--- src/rtl/imem_loader_if.sv ---
// imem_loader_if
//   Bundles the two buses the program loader sits between: the incoming
//   byte stream (valid/ready handshake) and the instruction-memory write
//   port that the loader drives.
//
//   master : the environment side. It sources bytes and observes/sinks the
//            memory write port.
//   slave  : the loader side. It sinks bytes and drives the memory writes.
//
//   Signals
//     byte_valid  stream byte is valid this cycle
//     byte_data   stream byte
//     byte_ready  loader accepts a byte this cycle
//     imem_we     instruction-memory write strobe
//     imem_addr   instruction-memory word address
//     imem_wdata  assembled 32-bit instruction word
interface imem_loader_if #(
    parameter int ADDR_W = 8
);
    logic              byte_valid;
    logic [7:0]        byte_data;
    logic              byte_ready;
    logic              imem_we;
    logic [ADDR_W-1:0] imem_addr;
    logic [31:0]       imem_wdata;

    modport master (
        output byte_valid, byte_data,
        input  byte_ready, imem_we, imem_addr, imem_wdata
    );

    modport slave (
        input  byte_valid, byte_data,
        output byte_ready, imem_we, imem_addr, imem_wdata
    );
endinterface

--- src/rtl/imem_loader.sv ---
// imem_loader
//   Byte-stream program loader. It receives a frame of
//     N[7:0], N[15:8], N little-endian 32-bit words, XOR checksum byte
//   writes each assembled word into instruction memory at consecutive word
//   addresses starting at 0, and then releases the core via cpu_start if the
//   checksum matches. A bad checksum or an oversize header parks it in ERR.
//   load_req restarts loading from RUN or ERR.
//
//   Ports
//     clk, rst       system clock, synchronous active-high reset
//     load_req       one-cycle restart request (honoured in RUN/ERR only)
//     bus            byte stream in, instruction-memory write port out
//     cpu_start      level, core runs while high (RUN)
//     loading        high while a frame is being received
//     err            level, high in ERR
//     words_written  number of words written by the current load
//
//   state | meaning
//   ------+--------------------------------------------------------------
//   HDR0  | waiting for word-count low byte
//   HDR1  | waiting for word-count high byte, range-check N
//   DATA  | assembling words, one memory write per 4 bytes
//   CHK   | waiting for checksum byte
//   RUN   | image accepted, core released
//   ERR   | oversize header or checksum mismatch, core held
module imem_loader #(
    parameter int ADDR_W = 8,
    parameter int CNT_W  = 16
) (
    input  logic             clk,
    input  logic             rst,
    input  logic             load_req,
    imem_loader_if.slave     bus,
    output logic             cpu_start,
    output logic             loading,
    output logic             err,
    output logic [CNT_W-1:0] words_written
);
    localparam int DEPTH = 2**ADDR_W;

    typedef enum logic [2:0] {
        HDR0,
        HDR1,
        DATA,
        CHK,
        RUN,
        ERR
    } state_t;

    state_t           state;
    logic [CNT_W-1:0] n_words;
    logic [7:0]       csum;
    logic [1:0]       byte_idx;
    logic [23:0]      lanes;

    logic             xfer;
    logic [15:0]      hdr_n;
    logic [CNT_W-1:0] ww_next;

    assign xfer    = bus.byte_valid && bus.byte_ready;
    // Full header value as it will be once the high byte lands this cycle.
    assign hdr_n   = {bus.byte_data, n_words[7:0]};
    assign ww_next = words_written + CNT_W'(1);

    // Status outputs are pure decodes of the state register.
    assign bus.byte_ready = (state == HDR0) || (state == HDR1) ||
                            (state == DATA) || (state == CHK);
    assign loading        = bus.byte_ready;
    assign cpu_start      = (state == RUN);
    assign err            = (state == ERR);

    always_ff @(posedge clk) begin
        if (rst) begin
            state          <= HDR0;
            n_words        <= '0;
            csum           <= '0;
            byte_idx       <= '0;
            lanes          <= '0;
            words_written  <= '0;
            bus.imem_we    <= 1'b0;
            bus.imem_addr  <= '0;
            bus.imem_wdata <= '0;
        end else begin
            bus.imem_we <= 1'b0;
            case (state)
                HDR0: begin
                    if (xfer) begin
                        n_words[7:0] <= bus.byte_data;
                        state        <= HDR1;
                    end
                end
                HDR1: begin
                    if (xfer) begin
                        n_words <= CNT_W'(hdr_n);
                        if (32'(hdr_n) > DEPTH)
                            state <= ERR;
                        else if (hdr_n == 16'd0)
                            state <= CHK;
                        else
                            state <= DATA;
                    end
                end
                DATA: begin
                    if (xfer) begin
                        csum     <= csum ^ bus.byte_data;
                        byte_idx <= byte_idx + 2'd1;
                        case (byte_idx)
                            2'd0: lanes[7:0]   <= bus.byte_data;
                            2'd1: lanes[15:8]  <= bus.byte_data;
                            2'd2: lanes[23:16] <= bus.byte_data;
                            default: begin
                                // Fourth byte: the write is visible next
                                // cycle, together with the updated count.
                                bus.imem_we    <= 1'b1;
                                bus.imem_addr  <= words_written[ADDR_W-1:0];
                                bus.imem_wdata <= {bus.byte_data, lanes};
                                words_written  <= ww_next;
                                if (ww_next == n_words)
                                    state <= CHK;
                            end
                        endcase
                    end
                end
                CHK: begin
                    if (xfer)
                        state <= (bus.byte_data == csum) ? RUN : ERR;
                end
                RUN, ERR: begin
                    if (load_req) begin
                        state         <= HDR0;
                        n_words       <= '0;
                        csum          <= '0;
                        byte_idx      <= '0;
                        words_written <= '0;
                    end
                end
                default: state <= HDR0;
            endcase
        end
    end
endmodule

--- src/flat_wrapper.sv ---
// flat-port wrapper written by rule: the top's interface ports become plain ports
module imem_loader_flat 
#(
    parameter int ADDR_W = 8,
    parameter int CNT_W  = 16
)
  (clk, rst, load_req, cpu_start, loading, err, words_written, bus_byte_valid, bus_byte_data, bus_byte_ready, bus_imem_we, bus_imem_addr, bus_imem_wdata);
  imem_loader_if #(.ADDR_W(ADDR_W)) bus_i ();
  input  logic clk;
  input  logic rst;
  input  logic load_req;
  output logic cpu_start;
  output logic loading;
  output logic err;
  output logic [CNT_W-1:0] words_written;
  input wire logic [$bits(bus_i.byte_valid)-1:0] bus_byte_valid;
  input wire logic [$bits(bus_i.byte_data)-1:0] bus_byte_data;
  output wire logic [$bits(bus_i.byte_ready)-1:0] bus_byte_ready;
  output wire logic [$bits(bus_i.imem_we)-1:0] bus_imem_we;
  output wire logic [$bits(bus_i.imem_addr)-1:0] bus_imem_addr;
  output wire logic [$bits(bus_i.imem_wdata)-1:0] bus_imem_wdata;
  assign bus_i.byte_valid = bus_byte_valid;
  assign bus_i.byte_data = bus_byte_data;
  assign bus_byte_ready = bus_i.byte_ready;
  assign bus_imem_we = bus_i.imem_we;
  assign bus_imem_addr = bus_i.imem_addr;
  assign bus_imem_wdata = bus_i.imem_wdata;
  imem_loader #(.ADDR_W(ADDR_W), .CNT_W(CNT_W)) u_core (.clk(clk), .rst(rst), .load_req(load_req), .bus(bus_i), .cpu_start(cpu_start), .loading(loading), .err(err), .words_written(words_written));
endmodule
--- config.mk ---
export PLATFORM = sky130hd
export DESIGN_NAME = imem_loader_flat
export DESIGN_NICKNAME = d
export VERILOG_FILES = /design/src/rtl/imem_loader_if.sv /design/src/rtl/imem_loader.sv /design/src/flat_wrapper.sv
export SDC_FILE = /design/constraint.sdc
export NUM_CORES = 1
export LEC_CHECK = 0
export ABC_AREA = 1
export BUFFER_PORTS_ARGS = -buffer_cell sky130_fd_sc_hd__buf_2
export CAP_MARGIN = 10
export CELL_PAD_IN_SITES_DETAIL_PLACEMENT = 1
export CELL_PAD_IN_SITES_GLOBAL_PLACEMENT = 2
export CORE_UTILIZATION = 28
export DETAILED_ROUTE_END_ITERATION = 8
export GPL_ROUTABILITY_DRIVEN = 0
export PLACE_DENSITY_LB_ADDON = 0.1
export SLEW_MARGIN = 15
export SYNTH_ARGS = -nofsm -noshare
export SYNTH_HDL_FRONTEND = slang
export SYNTH_SLANG_ARGS = --single-unit
--- constraint.sdc ---
create_clock -name clk -period 1.6 [get_ports clk]
set_input_delay 0.08 -clock clk [delete_from_list [all_inputs] [get_ports clk]]
set_output_delay 0.08 -clock clk [all_outputs]
set_load 0.02 [all_outputs]
==> qor.yml <==
floorplanning:
  die_h_um: 134
  io_pins: 73
  initial_core_util: 0.290
  fp-row-count: 47
  die_w_um: 134
  core_sq_um: 16800
  dieArea_sq_um: 18000
layout:
  syn2layout_area_growth_pct: 38.3
  final_common_cell: "nand2_1"
  diodes: 0
  utilization: 0.401
  final_cells: 1062
  drive_gt1_frac: 0.295
  nets: 854
  final_cell_mix: "nand2_1 (171), dfxtp_1 (96), nor2_1 (85)"
timing:
  whs_ns: 0.0425
  fin_crit_sh: 1.14
  drv_slew: 0
  worstMarginPinSlew_ns: 0.379
  slew_headroom: 0.745
  rsz0062_at_grt: "yes"
  layout_min_cycle_time_ns: 1.82
  hold_viol: 0
  timing.fmax_ghz: 0.550
  layout_setup_ws_ns: -0.218
  skew_ns: 0.00630
  finalSetupViolations: 2
placed_design:
  dp_hpwl_um: 11900
  portBuffers: 72
  place_inst: 1031
synthesis:
  synthesis.area_sq_um: 4880
  synth_nets: 709
  synth_cell_types: 30
  avgSynthCellArea_sq_um: 7.06
  postSynthCellCount: 692
  yosysWarnings: 0
  synth_seq_area_share: 0.451
  synth_seq_cells: 110
clock_tree:
  cts_tree: "built"
  hold_buffers: 0
  clockBufferDepth: 2
  cts.sinks: 110
  root_buffer: "clkbuf_16"
  cts_max_level: 3
  cts_made_buffers: 9
  clk_pin_slew_ns: 0.08
  clock_latency_ns: 0.36
pwr:
  p_leak_nw: 3.04
  peakVddDrop_mv: 0.564
  p_per_area_nw_per_um2: 819
flow_run:
  cap_violations: 0
route:
  drt_iter0_markers: 171
  vias: 4989
  remaining_drc_errors: 0
  wire_per_inst_um: 16.0
  drtPass1Iterations: 4
  routed_wirelength_um: 17000
  routed_via_density: 4.70
  ant_nets: 0
worst_setup_path:
  arrival_ns: 2.07
  cp-start-kind: "flop"
  critPathRequiredTime_ns: 1.85
  critPathCaptureType: "flop"
  ff2ff_setup_slack_ns: -0.22
  crit_fanout: 5
  crit_type: "reg -> reg"
grt:
  track_usage: 0.187
  grt_overflow: 0
  grt_pass1_wl_um: 26200
  grt_max_degree: 70
  grt_pass1_vias: 5102
  grt_antenna_before_repair: 0
status:
  violations: "negative setup slack"
  outcome: "complete, but fails checks"
min_path:
  hold_class: "in -> reg"
[final timing paths]
check	to	startpoint	depth (start not counted)
max	u_core.state[0]$_SDFFE_PP0P_	u_core.words_written[4]$_SDFFE_PP0P_	13
min	u_core.state[2]$_SDFFE_PP0P_	load_req	4
max reg2reg	u_core.state[0]$_SDFFE_PP0P_	u_core.words_written[4]$_SDFFE_PP0P_	13
min reg2reg	u_core.lanes[6]$_SDFFE_PP0P_	u_core.lanes[6]$_SDFFE_PP0P_	2
[kinds of logic (layout without fill, tap and decap cells)]
group | after synthesis | in the layout | synth area share
AND/OR/NAND/NOR | 357 | 357 | 0.309
AO/OA/AOI/OAI | 127 | 127 | 0.132
flip-flops | 110 | 110 | 0.451
buffers and inverters | 77 | 227 | 0.0630
XOR/XNOR | 16 | 16 | 0.0318
adder cells (fa/ha/maj) | 5 | 5 | 0.0128
[state kept, by name (all words and copies together) (netlist names)]
name                   count
u_core.words_written      16
u_core.bus.imem_addr       8
u_core.byte_idx            2
u_core.n_words            16
u_core.state               3
u_core.lanes              24
u_core.csum                8
u_core.bus.imem_we         1
u_core.bus.imem_wdata     32
[where the power goes]
part	internal, mW	switching (mW)
registers	2.76	0.0315
logic	0.207	0.322
clock network	1.08	1.13
total	4.05	1.48
[Yosys cell counts]
cell,number,area share
o21ai_0,43,0.044
inv_1,44,0.034
ha_1,5,0.013
nor2_4,2,0.0046
xor3_1,1,0.0049
o21ai_2,2,0.0036
or2_2,1,0.0013
nand4_1,6,0.0077
xnor2_1,4,0.0072
clkbuf_1,19,0.015
dfxtp_1,110,0.45
nor3b_1,1,0.0015
buf_1,1,0.00077
nand3b_1,6,0.0092
nand3_1,49,0.050
buf_2,9,0.0092
nor2_2,4,0.0051
nand2_4,1,0.0023
a21oi_2,1,0.0018
nor3_1,1,0.0010
clkinv_1,1,0.00077
a21oi_1,81,0.083
nand2_1,178,0.14
nor2_1,101,0.078
buf_4,2,0.0031
xor2_1,11,0.020
nand3_2,3,0.0062
nand2_2,2,0.0026
nor4_1,2,0.0026
inv_2,1,0.00077
[critical path, stage by stage, from the launching register on]
cell and delay (ns):
dfxtp_4 0.36, nand2_1 0.21, nor2_4 0.24, nand3b_1 0.12, nand2_1 0.10, nand2_1 0.05, nand2_1 0.05, nand3_1 0.09
nor2_2 0.13, nand3_2 0.10, nand2_2 0.10, nand3_2 0.06, nand2_1 0.06, nor2_1 0.05
[repair_timing]
| action | CTS | global route |
|---|---|---|
| cloned | 0 | 5 |
| gates resized for setup | 7 | 38 |
| setup endpoints to repair | 41 | 58 |
| endpoints found under the hold margin | 0 | 0 |
| buffers inserted | 0 | 10 |
| pin swaps | 5 | 7 |
[metal layers]
metal	vias up	track usage	wire length (um)
li1	2524	-	-
met3	10	0.0367	508
met5	-	0	0
met1	2393	0.246	8210
met2	62	0.314	8090
met4	0	0.0418	150
[area by class of cell]
class / instances / area [sq um]
multi-input combinational: 505 / 2540
clock inverter: 7 / 60.1
clock buffer: 9 / 225
inverter: 46 / 179
timing repair buffer: 165 / 1230
fill: 2138 / 10100
sequential: 110 / 2240
tap: 220 / 275
[stage by stage]
step	power (mW)	setup TNS, ns	setup WS (ns)	cell area [sq um]
floorplan	3.12	-0.0979	-0.0384	4980
global placement	3.37	-1.15	-0.256	6130
detailed placement	3.37	-1.11	-0.323	6130
CTS	5.62	-0.530	-0.278	6430
global route	5.78	-1.19	-0.369	6750
finish	5.53	-0.413	-0.218	6750
No activity file was read; power rests on OpenSTA's default activity.
